===== config.mk =====
export PLATFORM = sky130hd
export DESIGN_NAME = instr_sequencer
export DESIGN_NICKNAME = d
export VERILOG_FILES = /design/src/rtl/instr_sequencer.sv
export SDC_FILE = /design/constraint.sdc
export NUM_CORES = 1
export LEC_CHECK = 0
export CELL_PAD_IN_SITES_DETAIL_PLACEMENT = 0
export CELL_PAD_IN_SITES_GLOBAL_PLACEMENT = 1
export CORE_UTILIZATION = 41
export DETAILED_ROUTE_END_ITERATION = 8
export HOLD_SLACK_MARGIN = 0.03
export PLACE_DENSITY = 0.93
export SYNTH_ARGS = -nofsm -noshare
export SYNTH_HDL_FRONTEND = slang
export SYNTH_SLANG_ARGS = --single-unit

===== constraint.sdc =====
create_clock -name clk -period 7.7 [get_ports clk]
set_clock_uncertainty 0.2 [all_clocks]
set_input_delay 1.54 -clock clk [delete_from_list [all_inputs] [get_ports clk]]
set_output_delay 1.54 -clock clk [all_outputs]
set_load 0.05 [all_outputs]

===== src/rtl/instr_sequencer.sv =====
// Multi-cycle control FSM for the miniRISC core: sequences fetch/decode/execute/memory/
// writeback over the shared memory, owns the {sign,carry,zero} flag register and resolves branches.
module instr_sequencer #(
  parameter int COUNT_W     = 32,
  parameter int MEM_TIMEOUT = 16
) (
  input  logic               clk,
  input  logic               rst,
  input  logic [5:0]         opcode,
  input  logic               alu_sign,
  input  logic               alu_carry,
  input  logic               alu_zero,
  input  logic               mem_ready,
  output logic               mem_req,
  output logic               mem_we,
  output logic               mem_addr_sel,
  output logic               ir_write,
  output logic               pc_write,
  output logic [1:0]         pc_src,
  output logic               reg_write,
  output logic [1:0]         wb_sel,
  output logic [2:0]         flags,
  output logic [COUNT_W-1:0] retired,
  output logic               halted,
  output logic               bus_error,
  output logic               illegal_op
);

  localparam logic [5:0] OP_ALU_R = 6'b000000;
  localparam logic [5:0] OP_ALU_I = 6'b000001;
  localparam logic [5:0] OP_LD    = 6'b000010;
  localparam logic [5:0] OP_ST    = 6'b000011;
  localparam logic [5:0] OP_BLTZ  = 6'b000111;
  localparam logic [5:0] OP_BZ    = 6'b001000;
  localparam logic [5:0] OP_BNZ   = 6'b001001;
  localparam logic [5:0] OP_BR    = 6'b001010;
  localparam logic [5:0] OP_B     = 6'b001011;
  localparam logic [5:0] OP_BL    = 6'b001100;
  localparam logic [5:0] OP_BCY   = 6'b001101;
  localparam logic [5:0] OP_BNCY  = 6'b001110;
  localparam logic [5:0] OP_NOP   = 6'b001111;
  localparam logic [5:0] OP_HALT  = 6'b111111;

  localparam bit TIMEOUT_EN = (MEM_TIMEOUT > 0);
  localparam int WAIT_W     = (MEM_TIMEOUT > 2) ? $clog2(MEM_TIMEOUT) : 1;
  // Last pending cycle allowed before the access is declared dead.
  localparam logic [WAIT_W-1:0] WAIT_LAST =
    WAIT_W'((MEM_TIMEOUT > 0) ? (MEM_TIMEOUT - 1) : 0);

  typedef enum logic [2:0] {
    S_INIT,
    S_FETCH,
    S_DECODE,
    S_EXEC,
    S_MEM,
    S_WB,
    S_HALT
  } state_t;

  state_t              state_q, state_d;
  logic [2:0]          flags_q, flags_d;
  logic [COUNT_W-1:0]  retired_q, retired_d;
  logic                bus_error_q, bus_error_d;
  logic                illegal_op_q, illegal_op_d;
  logic [WAIT_W-1:0]   wait_cnt_q, wait_cnt_d;

  logic op_alu, op_ld, op_st, op_halt, op_br_reg, op_bl, op_illegal;
  logic br_taken;
  logic f_sign, f_carry, f_zero;
  logic wait_expired;

  // Opcode classification; branch conditions look only at the registered flags.
  always_comb begin
    op_alu     = 1'b0;
    op_ld      = 1'b0;
    op_st      = 1'b0;
    op_halt    = 1'b0;
    op_br_reg  = 1'b0;
    op_bl      = 1'b0;
    op_illegal = 1'b0;
    br_taken   = 1'b0;
    {f_sign, f_carry, f_zero} = flags_q;
    case (opcode)
      OP_ALU_R, OP_ALU_I: op_alu = 1'b1;
      OP_LD:   op_ld = 1'b1;
      OP_ST:   op_st = 1'b1;
      OP_BLTZ: br_taken = f_sign & ~f_zero;
      OP_BZ:   br_taken = ~f_sign & f_zero;
      OP_BNZ:  br_taken = ~f_zero;
      OP_BCY:  br_taken = f_carry;
      OP_BNCY: br_taken = ~f_carry;
      OP_B:    br_taken = 1'b1;
      OP_BR: begin
        br_taken  = 1'b1;
        op_br_reg = 1'b1;
      end
      OP_BL: begin
        br_taken = 1'b1;
        op_bl    = 1'b1;
      end
      OP_NOP:  ;
      OP_HALT: op_halt = 1'b1;
      default: op_illegal = 1'b1;
    endcase
  end

  always_comb begin
    state_d      = state_q;
    flags_d      = flags_q;
    retired_d    = retired_q;
    bus_error_d  = bus_error_q;
    illegal_op_d = illegal_op_q;
    wait_cnt_d   = wait_cnt_q;
    mem_req      = 1'b0;
    mem_we       = 1'b0;
    mem_addr_sel = 1'b0;
    ir_write     = 1'b0;
    pc_write     = 1'b0;
    pc_src       = 2'd0;
    reg_write    = 1'b0;
    wb_sel       = 2'd0;
    halted       = 1'b0;
    wait_expired = TIMEOUT_EN && !mem_ready && (wait_cnt_q == WAIT_LAST);

    case (state_q)
      S_INIT: state_d = S_FETCH;

      S_FETCH: begin
        mem_req = 1'b1;
        if (mem_ready) begin
          ir_write = 1'b1;
          state_d  = S_DECODE;
        end else if (wait_expired) begin
          bus_error_d = 1'b1;
          state_d     = S_HALT;
        end
      end

      S_DECODE: state_d = op_halt ? S_HALT : S_EXEC;

      S_EXEC: begin
        pc_write = 1'b1;
        if (br_taken) pc_src = op_br_reg ? 2'd2 : 2'd1;
        if (op_bl) begin
          reg_write = 1'b1;
          wb_sel    = 2'd2;
        end
        if (op_illegal) illegal_op_d = 1'b1;
        if (op_alu) begin
          flags_d = {alu_sign, alu_carry, alu_zero};
          state_d = S_WB;
        end else if (op_ld || op_st) begin
          state_d = S_MEM;
        end else begin
          state_d = S_FETCH;
        end
      end

      S_MEM: begin
        mem_req      = 1'b1;
        mem_addr_sel = 1'b1;
        mem_we       = op_st;
        if (mem_ready) begin
          state_d = op_ld ? S_WB : S_FETCH;
        end else if (wait_expired) begin
          bus_error_d = 1'b1;
          state_d     = S_HALT;
        end
      end

      S_WB: begin
        reg_write = 1'b1;
        wb_sel    = op_ld ? 2'd1 : 2'd0;
        state_d   = S_FETCH;
      end

      S_HALT: halted = 1'b1;

      default: state_d = S_INIT;
    endcase

    // Any state change restarts the wait count, so every FETCH/MEM entry begins at zero.
    if (state_d != state_q) begin
      wait_cnt_d = '0;
    end else if (TIMEOUT_EN && mem_req && !mem_ready) begin
      wait_cnt_d = wait_cnt_q + WAIT_W'(1);
    end

    if ((state_d != state_q) &&
        ((state_d == S_HALT) ||
         ((state_d == S_FETCH) && (state_q inside {S_EXEC, S_MEM, S_WB})))) begin
      retired_d = retired_q + COUNT_W'(1);
    end
  end

  always_ff @(posedge clk or posedge rst) begin
    if (rst) begin
      state_q      <= S_INIT;
      flags_q      <= '0;
      retired_q    <= '0;
      bus_error_q  <= 1'b0;
      illegal_op_q <= 1'b0;
      wait_cnt_q   <= '0;
    end else begin
      state_q      <= state_d;
      flags_q      <= flags_d;
      retired_q    <= retired_d;
      bus_error_q  <= bus_error_d;
      illegal_op_q <= illegal_op_d;
      wait_cnt_q   <= wait_cnt_d;
    end
  end

  assign flags      = flags_q;
  assign retired    = retired_q;
  assign bus_error  = bus_error_q;
  assign illegal_op = illegal_op_q;

endmodule


==> results.toml <==
[timing]
rsz0062_at_grt = "no"
finalMaxSlewViolations = 0
min_period_ns = 5.58
holdWs_ns = 0.265
fmax_mhz = 179
hold_viol_final = 0
finalCritPeriodShare = 0.725
setup_viol = 0
fin_setup_tns_ns = 0
maxSlewHeadroom = 0.376
worst_pin_slew_ns = 0.934

[clock_tree]
clock_sinks = 44
cts-htree-levels = 2
cts_hold_buffers = 0
cts_buffers = 5
cts_resized = 0
cts_setup_buffers = 0
ctsLongestPathBuffers = 2
clk_pin_slew_ns = 0.07
cts_root_buf = "clkbuf_8"
cts_tree = "yes"
clk_latency_ns = 0.30

[placement]
detailedPlacementHpwl_um = 3840
place.gp.congestion = 0.780
io_buffers = 59

[critical_path]
path_class = "primary input to primary output"
cpPeakStageDelay_ns = 0.83
path_cells = "clkdlybuf4s50_1 -> nor4_1 -> nand2_1 -> nor3_1 -> clkdlybuf4s50_1"
cp_data_arrival_time_ns = 3.84
endpoint_kind = "primary output"
path_common_cell = "clkdlybuf4s50_1"
path_buf_inv = 2
critPathTopFamily = "buffers and inverters"
crit_path_start_kind = "primary input"
crit_slowest_cell = "clkdlybuf4s50_1"
crit_required_ns = 5.96
crit_fanout = 11

[pwr]
total_power_mw = 0.823
p_leak_nw = 1.40
powerDensity_nw_per_um2 = 251
vdd_drop_max_mv = 0.273

[detailed_routing]
drt_iter0_drc = 101
num_vias = 2036
drtPass1Iterations = 4
ant_nets = 0
viasPerCell = 5.36
wl_per_cell_um = 14.2
routed_wl_um = 5400
drcViolationCount = 0

[cells_and_area]
diodes = 0
n_fill_cell = 533
multiInputGateArea_um2 = 1320
area_growth_pct = 30.0
layout-drive-gt1-share = 0.115
nets = 319
seq_area_um2 = 1100

[yosys]
ys_ff_latch = 44
synth_top_area_frac = 0.436
ys_dominant_reg_cell = "dfrtp_1"
yosysSeqAreaShare = 0.436
synth_warnings = 0
synth_most_common_cell = "dfrtp_1"
synth_cells = 249
syn_area_per_cell_um2 = 10.2
synth_area_leader_cell = "dfrtp_1"
yosys-top-cells-area = "dfrtp_1 (44%), xor2_1 (9.0%), nor4_2 (5.9%)"
syn_nets = 263
synthTopCellsByCount = "dfrtp_1 (44), xor2_1 (26), nand2_1 (19)"
syn_area_um2 = 2530
async_flop_share = 1.00
synth_edf_count = 0
synthDistinctLibCells = 47

[flow_run]
maxCapViolations = 0

[run_status]
status = "finished clean"

[grt]
grt_use_met2 = 0.299
grtUsageTotal = 0.182
grt_max_degree = 45
grt_pass1_vias = 1942
grt_pass1_wl_um = 9200
top_usage_layer = "met2"
grt_use_met1 = 0.238
antenna_found_initial = 0
grt_use_met3 = 0.0477
gr-total-overflow = 0

[floorplanning]
die_h_um = 80.5
start_util = 0.427
row_count = 28
fp.dieW_um = 80.5
dieArea_um2 = 6480
core-area_um2 = 5920
ioPinCount = 60

[hold_path]
hold_class = "flop to flop"
==> worst paths after layout <==
path                             from     endpoint  slack, ns  depth (start not counted)
max                         opcode[3]    wb_sel[0]       2.12                          5
min                         bus_error    bus_error       0.26                          1
max reg2reg                state_q[1]  retired[17]       4.86                          8
min reg2reg                 bus_error    bus_error       0.26                          1
max in group asynchronous         rst     flags[1]       5.44                          3
min in group asynchronous         rst   retired[1]       1.48                          3
==> power by group <==
| part | internal, mW | total [mW] | switching, mW | leakage (nW) |
|---|---|---|---|---|
| logic | 0.109 | 0.317 | 0.208 | 0.776 |
| registers | 0.259 | 0.302 | 0.0432 | 0.564 |
| clock network | 0.128 | 0.204 | 0.0766 | 0.0642 |
| total | 0.495 | 0.823 | 0.328 | 1.40 |
==> cell usage in the layout (no fill, tap or decap), types with 3 or more instances in the layout <==
| master | n |
|---|---|
| a21o_1 | 3 |
| and2_1 | 5 |
| or4_1 | 3 |
| clkdlybuf4s50_1 | 59 |
| nor4b_2 | 4 |
| xnor2_1 | 8 |
| nand2_1 | 19 |
| clkbuf_8 | 5 |
| nand3b_1 | 3 |
| nor4_1 | 3 |
| dfrtp_1 | 44 |
| nor4_2 | 12 |
| inv_1 | 9 |
| and3_1 | 5 |
| xor2_1 | 26 |
| nor2_1 | 14 |
| nor3_1 | 11 |
| nor2b_1 | 4 |
| o21ai_0 | 4 |
| mux2_2 | 4 |
| nand2b_1 | 5 |
| a31o_2 | 3 |
| nand4_1 | 8 |
| nand3_1 | 10 |
| a21oi_1 | 5 |
==> registers in the layout, indices dropped and copies added (netlist names) <==
signal / flops
state_q: 3
flags: 3
retired: 32
bus_error: 1
illegal_op: 1
wait_cnt_q: 4
==> cell type report <==
type / instances / share of cell area
repair buffers: 61 / 0.184
flip-flops and latches: 44 / 0.335
multi-input cells: 183 / 0.401
clock buffers: 5 / 0.0210
well taps: 75 / 0.0286
clock inverters: 2 / 0.0183
inverters: 10 / 0.0114
==> per-layer routing <==
metal	wire length [um]	up-vias
met5	0	-
met4	38	0
met3	269	4
met2	2550	42
met1	2540	991
li1	-	999
==> logic make-up (layout without fill, tap and decap cells) <==
kind of cell,after synthesis,in the layout,synth area share
AOI/OAI and AO/OA,29,29,0.0827
adders and majority gates,2,2,0.00990
DFF,44,44,0.436
muxes,5,5,0.0218
and+or+nand+nor,113,113,0.289
xor gates and xnor gates,34,34,0.118
buffers and inverters,22,78,0.0431
==> metrics by stage <==
step                setup slack (ns)  instance area (um^2)  std cells   util
global route                    1.85                  3280        380  0.555
detailed placement              2.13                  3160        373  0.533
finish                          2.12                  3280        380  0.555
global placement                2.13                  3160        373  0.533
CTS                             2.12                  3280        380  0.555
floorplan                       2.27                  2530        249      -
Note: power is estimated with default switching activity, not from simulation.
